## config.mk

```make
export PLATFORM = sky130hd
export DESIGN_NAME = uart_rx
export DESIGN_NICKNAME = d
export VERILOG_FILES = /design/src/rtl/uart_rx_pkg.sv /design/src/rtl/uart_rx_baud_tick_gen.sv /design/src/rtl/uart_rx.sv
export SDC_FILE = /design/constraint.sdc
export NUM_CORES = 1
export LEC_CHECK = 0
export BUFFER_PORTS_ARGS = -buffer_cell sky130_fd_sc_hd__buf_4
export CAP_MARGIN = 20
export CORE_UTILIZATION = 50
export DETAILED_ROUTE_END_ITERATION = 10
export GPL_TIMING_DRIVEN = 0
export PLACE_DENSITY = 0.69
export SYNTH_ARGS = -nofsm -noshare
export SYNTH_HDL_FRONTEND = slang
export SYNTH_SLANG_ARGS = --single-unit
```

## constraint.sdc

```tcl
create_clock -name clk -period 4.87 [get_ports clk]
set_clock_uncertainty 0.2 [all_clocks]
set_input_delay 0.2435 -clock clk [delete_from_list [all_inputs] [get_ports clk]]
set_output_delay 0.2435 -clock clk [all_outputs]
set_load 0.01 [all_outputs]
```

## src/rtl/uart_rx_pkg.sv

```systemverilog
// Shared UART definitions used by the receive path and its baud tick generator.
//   - rx_state_t : receiver FSM states
//   - DATA_BITS  : payload bits per frame (8N1)
//   - log2       : ceiling log2 for sizing counters from parameters
package uart_rx_pkg;

    localparam int DATA_BITS = 8;

    typedef enum logic [2:0] {
        ST_IDLE  = 3'd0,
        ST_START = 3'd1,
        ST_DATA  = 3'd2,
        ST_STOP  = 3'd3,
        ST_BREAK = 3'd4
    } rx_state_t;

    // Ceiling log2; log2(1) = 0. Only ever evaluated on constants.
    function automatic int log2(input int value);
        int r;
        r = 0;
        for (int i = 0; i < 31; i++) begin
            if ((1 << i) < value) r = i + 1;
        end
        return r;
    endfunction

endpackage

```

## src/rtl/uart_rx_baud_tick_gen.sv

```systemverilog
// Free-running tick generator producing a one-clk pulse at baud*oversampling.
// Ports:
//   clk    in  1 : system clock
//   enable in  1 : tick enable (held high by the receiver)
//   tick   out 1 : one-clk strobe at the oversampled baud rate
// The divider has no reset on purpose: its phase relative to an incoming
// frame is arbitrary anyway and the receiver tolerates one tick of
// start-edge uncertainty.
module baud_tick_gen
    import uart_rx_pkg::*;
#(
    parameter int clk_freq     = 12000000,
    parameter int baud         = 115200,
    parameter int oversampling = 8
) (
    input  logic clk,
    input  logic enable,
    output logic tick
);

    localparam int TICK_RATE = baud * oversampling;
    // Round to nearest divisor so the residual rate error stays small.
    localparam int DIV_RAW   = (clk_freq + TICK_RATE / 2) / TICK_RATE;
    localparam int DIV       = (DIV_RAW < 2) ? 2 : DIV_RAW;
    localparam int DW        = log2(DIV);

    logic [DW-1:0] div_cnt;

    always_ff @(posedge clk) begin
        if (enable) begin
            if (div_cnt == DW'(DIV - 1)) begin
                div_cnt <= '0;
                tick    <= 1'b1;
            end else begin
                div_cnt <= div_cnt + 1'b1;
                tick    <= 1'b0;
            end
        end else begin
            tick <= 1'b0;
        end
    end

endmodule

```

## src/rtl/uart_rx.sv

```systemverilog
// 8N1 UART receiver, LSB first, oversampled by an internal baud tick.
// Ports:
//   clk        in  1 : system clock, rising edge
//   rst        in  1 : asynchronous active-high reset
//   rxd        in  1 : serial line, idle high, asynchronous to clk
//   data       out 8 : last good byte received
//   data_valid out 1 : one-clk strobe, data holds a new good byte
//   frame_err  out 1 : one-clk strobe, stop bit sampled low
//   busy       out 1 : high whenever the FSM is not idle
// Start bit is confirmed at its middle, then every data/stop bit is sampled
// one full bit period later. A low stop bit parks the FSM in BREAK until the
// line goes high again so a stuck-low line cannot retrigger frames.
module uart_rx
    import uart_rx_pkg::*;
#(
    parameter int clk_freq     = 12000000,
    parameter int baud         = 115200,
    parameter int oversampling = 8
) (
    input  logic                 clk,
    input  logic                 rst,
    input  logic                 rxd,
    output logic [DATA_BITS-1:0] data,
    output logic                 data_valid,
    output logic                 frame_err,
    output logic                 busy
);

    localparam int            CW   = log2(oversampling) + 1;
    localparam logic [CW-1:0] HALF = CW'(oversampling / 2);
    localparam logic [CW-1:0] FULL = CW'(oversampling);

    logic                 tick;
    logic                 rx_meta;
    logic                 rxs;
    rx_state_t            state;
    logic [CW-1:0]        cnt;
    logic [CW-1:0]        cnt_inc;
    logic [2:0]           bitn;
    logic [DATA_BITS-1:0] sr;

    baud_tick_gen #(
        .clk_freq     (clk_freq),
        .baud         (baud),
        .oversampling (oversampling)
    ) u_tick (
        .clk    (clk),
        .enable (1'b1),
        .tick   (tick)
    );

    // Two-flop synchronizer; reset to the idle line level.
    always_ff @(posedge clk or posedge rst) begin
        if (rst) begin
            rx_meta <= 1'b1;
            rxs     <= 1'b1;
        end else begin
            rx_meta <= rxd;
            rxs     <= rx_meta;
        end
    end

    // Thresholds are compared against the post-increment count so that the
    // decision lands on the tick that would make cnt reach HALF/FULL.
    assign cnt_inc = cnt + 1'b1;
    assign busy    = (state != ST_IDLE);

    always_ff @(posedge clk or posedge rst) begin
        if (rst) begin
            state      <= ST_IDLE;
            cnt        <= '0;
            bitn       <= '0;
            sr         <= '0;
            data       <= '0;
            data_valid <= 1'b0;
            frame_err  <= 1'b0;
        end else begin
            data_valid <= 1'b0;
            frame_err  <= 1'b0;
            if (tick) begin
                case (state)
                    ST_IDLE: begin
                        if (!rxs) begin
                            state <= ST_START;
                            cnt   <= CW'(1);
                        end
                    end
                    ST_START: begin
                        if (cnt_inc == HALF) begin
                            cnt <= '0;
                            if (rxs) begin
                                state <= ST_IDLE;   // too short: glitch
                            end else begin
                                state <= ST_DATA;
                                bitn  <= '0;
                            end
                        end else begin
                            cnt <= cnt_inc;
                        end
                    end
                    ST_DATA: begin
                        if (cnt_inc == FULL) begin
                            sr   <= {rxs, sr[DATA_BITS-1:1]};
                            cnt  <= '0;
                            bitn <= bitn + 3'd1;
                            if (bitn == 3'd7) state <= ST_STOP;
                        end else begin
                            cnt <= cnt_inc;
                        end
                    end
                    ST_STOP: begin
                        if (cnt_inc == FULL) begin
                            cnt <= '0;
                            if (rxs) begin
                                data       <= sr;
                                data_valid <= 1'b1;
                                state      <= ST_IDLE;
                            end else begin
                                frame_err <= 1'b1;
                                state     <= ST_BREAK;
                            end
                        end else begin
                            cnt <= cnt_inc;
                        end
                    end
                    ST_BREAK: begin
                        if (rxs) state <= ST_IDLE;
                    end
                    default: begin
                        state <= ST_IDLE;
                        cnt   <= '0;
                    end
                endcase
            end
        end
    end

endmodule
```

=== Word level (Yosys, flattened, before mapping) ===
Cells that the tools add are included.

* Flip-flop bits (word level): 35
* Bits of input ports: 3
* Output and inout port bits: 11

* Add/subtract/negate cells: 3
* Equality and inequality tests: 15
* Multiplexer cells: 26
* Bitwise logic cells: 1
* Reductions and logical operators: 9

{| class="wikitable"
|+ Operator list
! cell !! count
|-
| 3-bit two-way mux || 10
|-
| 4-bit case mux with 4 select lines || 1
|-
| 3-bit case mux with 5 select lines || 1
|-
| 2-bit inequality test, second input constant || 7
|-
| 4-bit two-way mux || 3
|-
| 1-bit two-way mux || 9
|-
| 4-bit by 1-bit adder with 4-bit output, second input constant || 2
|-
| 4-bit == test, second input constant || 2
|-
| 7-bit AND reduction || 1
|-
| 3-bit by 2-bit == test with 1-bit output, second input constant || 2
|-
| 3-bit == test, second input constant || 2
|-
| 3-bit case mux with 2 select lines || 1
|-
| 3-bit AND reduction || 2
|-
| 5-bit AND reduction || 1
|-
| 4-bit by 3-bit == test with 1-bit output, second input constant || 1
|-
| 4-bit AND reduction || 1
|-
| 3-bit by 1-bit adder with 3-bit output, second input constant || 1
|-
| 3-bit by 1-bit == test with 1-bit output, second input constant || 1
|-
| 3-bit zero test || 1
|-
| 3-bit nonzero test || 1
|-
| 2-bit two-way mux || 1
|-
| 2-bit nonzero test || 1
|-
| 2-bit OR reduction || 1
|-
| 1-bit inverter || 1
|}

=== Longest topological paths before layout ===
Gate-level depths: netlist of run 1.

* Depth in word-level cells: 5
* Gate-level depth with buffers: 7
* Gate-level depth less buffers: 6

=== Hierarchy ===
A second synthesis of run 1 with hierarchy kept.

* Cell total of the unflattened synthesis: 136
* Area, all modules: 1,674.1 um^2

{| class="wikitable"
|+ Modules (own cells, without submodules)
! module !! times used !! cells an instance !! area each (um^2) !! sequential area each (um^2)
|-
| uart_rx || 1 || 115 || 1,423.9 || 753.2
|-
| baud_tick_gen || 1 || 21 || 250.2 || 140.1
|}

=== Least setup slack after synthesis of run 1 ===
OpenSTA, ideal clock, no wires.

* Kind: flip-flop to flip-flop
* Start: register cnt[0]
* End: register data[0]
* Setup time: 0.125 ns
* Data arrival time: 1.913 ns
* Data required time: 4.545 ns
* Setup slack: 2.632 ns
* Cell stages (with the launch flop): 8
* Path buffers: 1
* Period minus slack after synthesis: 2.238 ns
* Path through: dfrtp_1 -> ha_1 -> nor2b_1 -> and3b_1 -> a41oi_2 -> or3_1 -> buf_6 -> mux2_4

* Word-level cells in the longest chain between the ends: 3

{| class="wikitable"
|+ RTL lines
! item !! line !! source
|-
| start, declared || uart_rx.sv:37 || <nowiki>logic [CW-1:0] cnt;</nowiki>
|-
| start signal, assigned || uart_rx.sv:98 || <nowiki>cnt <= cnt_inc;</nowiki>
|-
| start signal, assigned || uart_rx.sv:108 || <nowiki>cnt <= cnt_inc;</nowiki>
|-
| start signal, assigned || uart_rx.sv:123 || <nowiki>cnt <= cnt_inc;</nowiki>
|-
| 4-bit by 1-bit adder with 4-bit output || uart_rx.sv:65 || <nowiki>assign cnt_inc = cnt + 1'b1;</nowiki>
|-
| 4-bit == test || uart_rx.sv:112 || <nowiki>if (cnt_inc == FULL) begin</nowiki>
|-
| 4-bit AND reduction (no source line) || n/a ||
|-
| end signal, assigned || uart_rx.sv:115 || <nowiki>data <= sr;</nowiki>
|-
| end, declared || uart_rx.sv:23 || <nowiki>output logic [DATA_BITS-1:0] data,</nowiki>
|}

Every way passes these cells.
A chain may end at the register's enable or synchronous reset.

=== Worst setup path in the final report of run 1 ===
* Start: register cnt[0]
* End: register sr[7]

* Word-level cells in the longest chain between the ends: 3

{| class="wikitable"
|+ RTL lines
! item !! line !! source
|-
| 4-bit by 1-bit adder with 4-bit output || uart_rx.sv:65 ||
|-
| 4-bit == test || uart_rx.sv:102 || <nowiki>if (cnt_inc == FULL) begin</nowiki>
|-
| 3-bit AND reduction (no source line) || n/a ||
|-
| end signal, assigned || uart_rx.sv:103 || <nowiki>sr <= {rxs, sr[DATA_BITS-1:1]};</nowiki>
|-
| end, declared || uart_rx.sv:40 || <nowiki>logic [DATA_BITS-1:0] sr;</nowiki>
|}

Every way passes these cells.

==> results of run 1 <==
-- per-layer routing --
layer / vias to the layer above / share of wire, % / wire length [um] / GRT usage, %
li1: 563 / - / - / -
met1: 582 / 46 / 1390 / 25.6
met2: 34 / 48 / 1450 / 32.4
met3: 5 / 4.9 / 150 / 5.41
met4: 0 / 1.7 / 53 / 8.31
met5: - / 0 / 0 / 0
-- layout by cell type, fill, tap and decap left out, types with 6 or more instances in the layout --
master / count
mux2_4: 8
buf_4: 13
ha_1: 6
clkbuf_1: 6
nor2_1: 11
inv_1: 9
mux2_2: 8
nand2_1: 10
dfrtp_1: 28
-- critical path, cell delays in order (launching register included) --
cell     delay, ns
dfrtp_1       0.46
ha_1          0.31
nor2b_1       0.17
and3b_1       0.23
a41oi_2       0.09
nor3_1        0.24
buf_2         0.29
mux2_2        0.36
-- worst paths after layout --
| check | depth (start not counted) | slack [ns] | end |
|---|---|---|---|
| setup / recovery | 7 | 2.39 | sr[7] |
| hold / removal | 0 | 0.16 | rxs |
| setup reg to reg | 7 | 2.39 | sr[7] |
| hold reg to reg | 0 | 0.16 | rxs |
| max in group asynchronous | 4 | 3.55 | rx_meta |
| min in group asynchronous | 3 | 0.33 | sr[0] |
-- final cells by class --
class                      instances  area share (%)
sequential                        35            44.5
tap                               44            2.87
clock buffer                       7            2.35
multi-input combinational         93            38.6
inverter                          10            1.96
timing repair buffer              16            7.57
clock inverter                     1           0.261
buffer                             7            1.89
-- registers in the layout (all words and copies together) (netlist names), 3 cells and up --
register	cells
state	3
cnt	4
u_tick.div_cnt	4
bitn	3
data	8
sr	8
-- stage by stage --
step | hold slack, ns | worst slack, ns | power (mW)
floorplan | 0.0480 | 2.63 | 0.302
global placement | 0.147 | 2.47 | 0.305
detailed placement | 0.147 | 2.40 | 0.308
CTS | 0.162 | 2.37 | 0.458
global route | 0.164 | 2.15 | 0.472
finish | 0.161 | 2.39 | 0.450
-- logic make-up after synthesis --
| kind of cell | share of synthesized area [%] |
|---|---|
| flip-flops | 51.2 |
| buffers and inverters | 4.43 |
| AND/OR/NAND/NOR | 10.5 |
| adder cells (fa/ha/maj) | 4.50 |
| AO/OA/AOI/OAI | 13.7 |
| XOR/XNOR | 2.55 |
| multiplexers | 13.2 |
-- power by group --
group / total (mW) / switching [mW] / internal, mW / leakage (nW)
Sequential: 0.291 / 0.000209 / 0.291 / 0.453
Combinational: 0.0115 / 0.00684 / 0.00463 / 0.463
Clock: 0.147 / 0.0906 / 0.0563 / 0.0293
-- repair_timing --
item                                   in CTS  in global routing
hold buffers                                2                  0
endpoints found under the hold margin      13                  0
resized for setup                           0                  0
==> results.sh, run 1 <==
export IMPL_outcome="complete, no violations"
export IMPL_grt_pass1_vias=1175
export IMPL_clkSlewWorstSetupHoldPaths_ns=0.10
export IMPL_core_sq_mm=0.00310
export IMPL_netlist_instances=145
export IMPL_min_period_over_period_pct=50.9
export IMPL_crit_path_start="cnt[0]"
export IMPL_p_leak_nw=0.945
export IMPL_critPathCaptureType="flop"
export IMPL_reg2reg_from="cnt[0]"
export IMPL_cp_max_fo=10
export IMPL_fp_dieH_um=59.8
export IMPL_synth_top_area_share_pct=42.0
export IMPL_hp_start="rx_meta"
export IMPL_grt_max_degree=19
export IMPL_nFillCells=271
export IMPL_tightest_slew_ns=0.590
export IMPL_initial_core_util_pct=53.8
export IMPL_setup_violations_final=0
export IMPL_gp_congestion=0.904
export IMPL_maxSlewHeadroom_pct=60.6
export IMPL_dieArea_sq_mm=0.00357
export IMPL_seq_area_frac_synth_pct=51.2
export IMPL_num_vias=1184
export IMPL_fmax_ghz=0.403
export IMPL_stdcell_count=213
export IMPL_synth_distinct_cells=44
export IMPL_drtIter0Drc=85
export IMPL_final_cell_area_sq_mm=0.00192
export IMPL_final_hold_viol_count=0
export IMPL_multi_input_area_sq_um=741
export IMPL_fp_row_count=20
export IMPL_drtAntennaViolNets=0
export IMPL_grt_overflow=0
export IMPL_yosys_warnings=0
export IMPL_h_tree_depth=2
export IMPL_netlist_area_sq_mm=0.00167
export IMPL_cts_tree="yes"
export IMPL_post_dp_hpwl_mm=2.14
export IMPL_viasPerCell=5.56
export IMPL_maxCapViolCount=0
export IMPL_rsz0062_at_grt="false"
export IMPL_cts_sinks=35
export IMPL_hold_class="reg2reg"
export IMPL_grt_total_usage_pct=20.1
export IMPL_synthToLayoutAreaGrowth_pct=15.0
export IMPL_drc_errors=0
export IMPL_powerDensity_mw_per_mm2=235
export IMPL_ys_async_sr_fraction_pct=85.7
export IMPL_grt_pass1_wl_mm=5.29
export IMPL_drt_total_wl_mm=3.04
export IMPL_synth_most_common_cell="dfrtp_1"
export IMPL_io_pins=14
export IMPL_routedWlPerCell_um=14.3
export IMPL_drt_pass1_iter_count=6
export IMPL_numCtsBuffers=5
export IMPL_synth_edf_count=0
export IMPL_dpl_cell_count=203
export IMPL_max_vdd_ir_drop_mv=0.157
export IMPL_antenna_found_initial=0
export IMPL_startpoint_type="flop"
export IMPL_diodes=0
export IMPL_placed_cell_area_sq_mm=0.00185
export IMPL_synthTopCellsByArea="dfrtp_1 42%, mux2_4 7.2%, dfxtp_1 6.0%"
export IMPL_synthTopCellsByCount="28 x dfrtp_1, 11 x nor2_1, 10 x nand2_1"
export IMPL_synth_top_area_cell="dfrtp_1"
export IMPL_fin_util_pct=61.8
export IMPL_timing_setup_tns_ns=0
export IMPL_worstPathRequired_ns=4.88
export IMPL_cts_root_buf="clkbuf_4"
export IMPL_layout_drive_gt1_share_pct=27.8
export IMPL_ys_ff_latch=35
export IMPL_drv_slew=0
export IMPL_synth_ff_type="dfrtp_1"
export IMPL_avgSynthCellArea_sq_um=11.5
export IMPL_finalNetCount=177
export IMPL_cts_setup_buffers=0
export IMPL_cp_data_arrival_time_ns=2.49
export IMPL_placement_io_buffers=13
export IMPL_cts_buffer_depth=2
export IMPL_critPathKind="reg2reg"
export IMPL_syn_nets=154
export IMPL_die_w_um=59.8
export IMPL_clk_latency_ns=0.33
export IMPL_regArea_sq_um=853
export IMPL_final_min_clock_period_ns=2.48
(Power assumes the default switching activity.)
==> run 2, diff against run 1 <==
--- a/config.mk
+++ b/config.mk
@@ -5,12 +5,13 @@
 export SDC_FILE = /design/constraint.sdc
 export NUM_CORES = 1
 export LEC_CHECK = 0
+export ABC_AREA = 1
 export BUFFER_PORTS_ARGS = -buffer_cell sky130_fd_sc_hd__buf_4
 export CAP_MARGIN = 20
 export CORE_UTILIZATION = 50
 export DETAILED_ROUTE_END_ITERATION = 10
 export GPL_TIMING_DRIVEN = 0
-export PLACE_DENSITY = 0.69
+export PLACE_DENSITY = 0.68
 export SYNTH_ARGS = -nofsm -noshare
 export SYNTH_HDL_FRONTEND = slang
 export SYNTH_SLANG_ARGS = --single-unit
==> constraint.sdc (replaced) <==
create_clock -name clk -period 2.4 [get_ports clk]
set_clock_uncertainty 0.2 [all_clocks]
set_input_delay 0.12 -clock clk [delete_from_list [all_inputs] [get_ports clk]]
set_output_delay 0.12 -clock clk [all_outputs]
set_load 0.01 [all_outputs]
==> run 2 against run 1 <==
Compared with the run above: synthesized area grew 7.1%; final area grew 5.8%; count of clock-buffer cells in the layout shrank 1; first-iteration DRC count shrank 45%; combinational power grew 68%; hold slack gained 0.0072 ns; sequential share of layout area shrank 2.4 points; wire length grew 3.2%; critical path depth grew 4; register-to-register slack lost 1.9 ns; fmax grew 29%; die area grew 6.8%; critical path type unchanged; critical endpoint is now data[7]; largest cell class unchanged; highest routed layer unchanged.
==> results.sh, run 2 <==
export IMPL_yosys_warnings=0
export IMPL_fmax_ghz=0.519
export IMPL_cp_data_arrival_time_ns=1.98
export IMPL_max_vdd_ir_drop_mv=0.308
export IMPL_synth_top_area_share_pct=39.2
export IMPL_synthTopCellsByArea="dfrtp_1 39%, nand2_1 9.9%, o21ai_2 7.4%"
export IMPL_grt_total_usage_pct=19.4
export IMPL_grt_pass1_wl_mm=5.22
export IMPL_cpLargestDelayFamily="simple AND/OR/NAND/NOR gates"
export IMPL_ys_ff_latch=35
export IMPL_synth_most_common_cell="nand2_1"
export IMPL_final_cell_area_sq_mm=0.00203
export IMPL_placement_io_buffers=13
export IMPL_rsz0062_at_grt="false"
export IMPL_seq_area_frac_synth_pct=47.8
export IMPL_final_min_clock_period_ns=1.93
export IMPL_startpoint_type="flop"
export IMPL_synthTopCellsByCount="47 x nand2_1, 28 x dfrtp_1, 27 x inv_1"
export IMPL_final_hold_viol_count=0
export IMPL_p_leak_nw=0.983
export IMPL_fin_hold_ws_ns=0.168
export IMPL_synth_ff_type="dfrtp_1"
export IMPL_synthToLayoutAreaGrowth_pct=13.7
export IMPL_initial_core_util_pct=52.7
export IMPL_outcome="complete, no violations"
export IMPL_routedWlPerCell_um=11.9
export IMPL_maxCapViolCount=0
export IMPL_synth_top_area_cell="dfrtp_1"
export IMPL_netlist_area_sq_mm=0.00179
export IMPL_dpl_cell_count=254
export IMPL_grt_pass1_vias=1222
export IMPL_path_cells="ha_1, inv_1, nand2_1, nand2_2, nor2_4, nand2_4, inv_4, nand2_2, buf_8, nand2_2, o21ai_2"
export IMPL_maxSlewHeadroom_pct=59.1
export IMPL_slowest_delay_ns=0.49
export IMPL_cts_buffer_depth=2
export IMPL_die_w_um=61.8
export IMPL_placed_cell_area_sq_mm=0.00194
export IMPL_synth_distinct_cells=29
export IMPL_fin_util_pct=59.9
export IMPL_cp_common_cell="nand2_2"
export IMPL_synth_edf_count=0
export IMPL_antenna_found_initial=0
export IMPL_worstPathRequired_ns=2.45
export IMPL_tightest_slew_ns=0.612
export IMPL_drt_total_wl_mm=3.14
export IMPL_drc_errors=0
export IMPL_netlist_instances=195
export IMPL_fp_dieH_um=61.8
export IMPL_diodes=0
export IMPL_timing_setup_tns_ns=0
export IMPL_setup_violations_final=0
export IMPL_drv_slew=0
export IMPL_layout_common_cells="47 x nand2_1, 28 x dfrtp_1, 27 x inv_1, 15 x o21ai_2, 14 x nand2_2"
export IMPL_core_sq_mm=0.00339
export IMPL_powerDensity_mw_per_mm2=456
export IMPL_num_vias=1283
export IMPL_numCtsBuffers=5
export IMPL_grt_max_degree=31
export IMPL_mostFrequentLayoutCell="nand2_1"
export IMPL_stdcell_count=265
export IMPL_drtAntennaViolNets=0
export IMPL_dieArea_sq_mm=0.00381
export IMPL_post_dp_hpwl_mm=2.28
export IMPL_ys_async_sr_fraction_pct=85.7
export IMPL_syn_nets=204
export IMPL_avgSynthCellArea_sq_um=9.16
export IMPL_io_pins=14
export IMPL_slowest_stage="dfrtp_1"
export IMPL_h_tree_depth=2
export IMPL_gp_congestion=0.801
export IMPL_post_cts_resized=0
export IMPL_fp_row_count=21
export IMPL_min_period_over_period_pct=80.3
export IMPL_cts_root_buf="clkbuf_4"
export IMPL_critPathCaptureType="flop"
export IMPL_reg_top3="data x8, sr x8"
export IMPL_critPathKind="reg2reg"
export IMPL_drtIter0Drc=47
export IMPL_cts_tree="yes"
export IMPL_hold_class="reg2reg"
export IMPL_layout_drive_gt1_share_pct=32.0
export IMPL_grt_overflow=0
export IMPL_drt_pass1_iter_count=4
export IMPL_finalNetCount=227
export IMPL_cp_num_buf_inv=3
export IMPL_cp_max_fo=10
export IMPL_clk_latency_ns=0.34
export IMPL_viasPerCell=4.84
export IMPL_cts_sinks=35
export IMPL_clkSlewWorstSetupHoldPaths_ns=0.11
[run 2: cell families (layout without fill, tap and decap cells)]
logic type      after synthesis  in the layout  synth area share (%)
simple gates                 93             93                  28.5
fa+ha+maj                     6              6                  4.20
buf+inv                      33             57                  8.13
flops                        35             35                  47.8
xor+xnor                      1              1                 0.491
compound gates               27             27                  10.9
[run 2: per-layer routing]
metal  GRT usage [%]  vias up  share of wire, %  wire (um)
li1                -      654                 -          -
met1            23.0      604                45       1400
met2            32.4       18                51       1590
met3            4.35        7               2.3         73
met4            11.4        0               2.5         78
met5               0        -                 0          0
[run 2: cell type report]
cell class | instances | area [sq um]
clock buffer | 6 | 41.3
clock inverter | 2 | 12.5
inverter | 31 | 119
timing repair buffer | 16 | 133
sequential | 35 | 853
buffer | 2 | 26.3
multi-input combinational | 127 | 787
fill | 311 | 1360
tap | 46 | 57.6
[run 2: stage by stage]
stage | power, mW | worst slack, ns
2_1_floorplan | 0.613 | 0.704
3_3_place_gp | 0.618 | 0.533
3_5_place_dp | 0.619 | 0.482
4_1_cts | 0.935 | 0.462
5_1_grt | 0.967 | 0.352
6_report | 0.925 | 0.472
[run 2: power breakdown]
part,switching (mW),internal [mW]
logic,0.0124,0.00693
registers,0.00157,0.591
clock network,0.200,0.113
total,0.214,0.711
[run 2: final timing paths]
path                            startpoint      end  cells past startpoint  slack [ns]
min in group asynchronous              rst  data[0]                      3        0.19
worst max-delay path                cnt[0]  data[7]                     11        0.47
worst min-delay path               rx_meta      rxs                      0        0.17
worst max register to register      cnt[0]  data[7]                     11        0.47
max in group asynchronous              rst      rxs                      4        1.19
worst min register to register     rx_meta      rxs                      0        0.17
[run 2: repair_timing]
action | 4_1_cts | 5_1_grt
setup buffers | 0 | 0
hold buffers | 2 | 0
hold endpoints to repair | 29 | 0
==> run 3, diff against run 2 <==
==> constraint.sdc (replaced) <==
create_clock -name clk -period 2 [get_ports clk]
set_clock_uncertainty 0.2 [all_clocks]
set_input_delay 0.1 -clock clk [delete_from_list [all_inputs] [get_ports clk]]
set_output_delay 0.1 -clock clk [all_outputs]
set_load 0.01 [all_outputs]
==> run 3 against run 2 <==
Compared with the run above: wire length hardly changed; sequential cell count stayed put; hold slack stayed put; sequential power is 20% higher; non-clock buffer count stayed put.
==> results.sh, run 3 (synthesis gave the netlist of run 2 again) <==
export IMPL_intPower_mw=0.853
export IMPL_powerDensity_mw_per_mm2=546
export IMPL_viasPerCell=4.83
export IMPL_maxSlewHeadroom_pct=59.2
export IMPL_reg2reg_from="cnt[0]"
export IMPL_switchingPower_mw=0.256
export IMPL_grt_max_degree=31
export IMPL_cp_data_arrival_time_ns=1.91
export IMPL_outcome="complete, no violations"
export IMPL_grtUsageMet3_pct=4.35
export IMPL_drtIter0Drc=44
export IMPL_clkSlewWorstSetupHoldPaths_ns=0.11
export IMPL_r2r_setup_slack_ns=0.14
export IMPL_cts_setup_buffers=0
export IMPL_fmax_ghz=0.537
export IMPL_routedWlPerCell_um=11.9
export IMPL_dieArea_sq_mm=0.00381
export IMPL_max_vdd_ir_drop_mv=0.369
export IMPL_final_min_clock_period_ns=1.86
export IMPL_rsz0062_at_grt="false"
export IMPL_antenna_found_initial=0
export IMPL_drtAntennaViolNets=0
export IMPL_worstPathRequired_ns=2.05
export IMPL_r2r_end="data[7]"
export IMPL_reg_top3="data x8, sr x8"
export IMPL_use_met2_pct=32.4
export IMPL_cts_sinks=35
export IMPL_p_seq_share_pct=64.1
export IMPL_synthToLayoutAreaGrowth_pct=13.8
export IMPL_gp_congestion=0.801
export IMPL_finalNetCount=227
export IMPL_maxCapViolCount=0
export IMPL_multi_input_area_sq_um=787
export IMPL_core_sq_mm=0.00339
export IMPL_fp_dieH_um=61.8
export IMPL_regArea_sq_um=856
export IMPL_place_ws_ns=0.0823
export IMPL_p_comb_share_pct=2.1
export IMPL_post_dp_hpwl_mm=2.28
export IMPL_startpoint_type="flop"
export IMPL_grt_pass1_wl_mm=5.22
export IMPL_cp_max_fo=10
export IMPL_clk_latency_ns=0.34
export IMPL_worst_slack_ns=0.136
export IMPL_layout_common_cells="47 x nand2_1, 27 x inv_1, 26 x dfrtp_1, 15 x o21ai_2, 14 x nand2_2"
export IMPL_drt_pass1_iter_count=4
export IMPL_p_sw_share_pct=23.1
export IMPL_total_power_mw=1.11
export IMPL_grt_pass1_vias=1222
export IMPL_grt_total_usage_pct=19.4
export IMPL_min_period_over_period_pct=93.2
export IMPL_fp_row_count=21
export IMPL_worst_r2r_cell_count=10
export IMPL_cts_tree="yes"
export IMPL_hold_class="in2async"
export IMPL_grt_overflow=0
export IMPL_die_w_um=61.8
export IMPL_grt_busiest_layer="met2"
export IMPL_critPathCaptureType="flop"
export IMPL_cts_root_buf="clkbuf_4"
export IMPL_numCtsBuffers=5
export IMPL_p_leak_nw=0.980
export IMPL_final_hold_viol_count=0
export IMPL_drt_total_wl_mm=3.14
export IMPL_drc_errors=0
export IMPL_initial_core_util_pct=52.7
export IMPL_timing_setup_tns_ns=0
export IMPL_mostFrequentLayoutCell="nand2_1"
export IMPL_grt_use_met1_pct=23.0
export IMPL_tightest_slew_ns=0.611
export IMPL_nFillCells=311
export IMPL_num_vias=1279
export IMPL_h_tree_depth=2
export IMPL_p_clk_share_pct=33.8
export IMPL_layout_drive_gt1_share_pct=32.9
export IMPL_drv_slew=0
export IMPL_setup_violations_final=0
export IMPL_io_pins=14
export IMPL_cts_buffer_depth=2
export IMPL_critPathKind="reg2reg"
export IMPL_diodes=0
export IMPL_placement_io_buffers=13
[run 3: cell counts in the layout (fill, tap and decap cells not counted)]
Identical to the previous run, type by type.
[run 3: stage by stage]
stage | hold WS (ns) | instances | instance area (sq um) | util, %
4_1_cts | 0.169 | 264 | 2010 | 59.4
2_1_floorplan | -0.0955 | 195 | 1790 | -
5_1_grt | 0.170 | 265 | 2030 | 59.9
3_5_place_dp | 0.0138 | 254 | 1940 | 57.3
6_report | 0.168 | 265 | 2030 | 59.9
3_3_place_gp | 0.00899 | 254 | 1940 | 57.3
[run 3: how the worst max path moves through the flow]
| stage | from | endpoint | slack (ns) | cells after the start |
|---|---|---|---|---|
| global placement | cnt[0] | data[7] | 0.13 | 11 |
| floorplan | cnt[0] | data[1] | 0.30 | 11 |
| CTS | cnt[0] | data[7] | 0.06 | 11 |
| detailed placement | cnt[0] | data[7] | 0.08 | 11 |
| global route | cnt[0] | data[0] | 0.03 | 11 |
| finish | cnt[0] | data[7] | 0.14 | 10 |
[run 3: per-layer routing]
layer,routed length (um),share of wire [%]
met5,0,0
met2,1600,51
met1,1400,44
met4,78,2.5
met3,73,2.3
[run 3: area by class of cell]
cell class	count	area share (%)
inverters	31	5.85
repair buffers	16	6.53
clock buffers	6	2.03
multi-input cells	127	38.7
plain buffers	2	1.29
well taps	46	2.83
flip-flops and latches	35	42.1
clock inverters	2	0.616
[run 3: power by group through the flow]
| stage | Combinational (mW) | Sequential [mW] | Clock, mW |
|---|---|---|---|
| after floorplan | 0.0109 | 0.725 | 0 |
| after global placement | 0.0168 | 0.725 | 0 |
| after detailed placement | 0.0176 | 0.725 | 0 |
| after CTS | 0.0207 | 0.711 | 0.390 |
| after global routing | 0.0267 | 0.712 | 0.422 |
| final | 0.0232 | 0.711 | 0.375 |
[run 3: what timing repair did]
item,in CTS,in global routing
resized for setup,0,2
hold buffers,2,0
endpoints found under the setup margin,0,12
endpoints found under the hold margin,29,0
[run 3: worst max-delay path, cell delays in order (launching register included)]
cell,delay [ns]
dfrtp_2,0.47
ha_1,0.25
nand2_2,0.08
nand2_2,0.07
nor2_4,0.10
nand2_4,0.10
inv_4,0.08
nand2_2,0.12
buf_8,0.19
nand2_2,0.06
o21ai_2,0.05
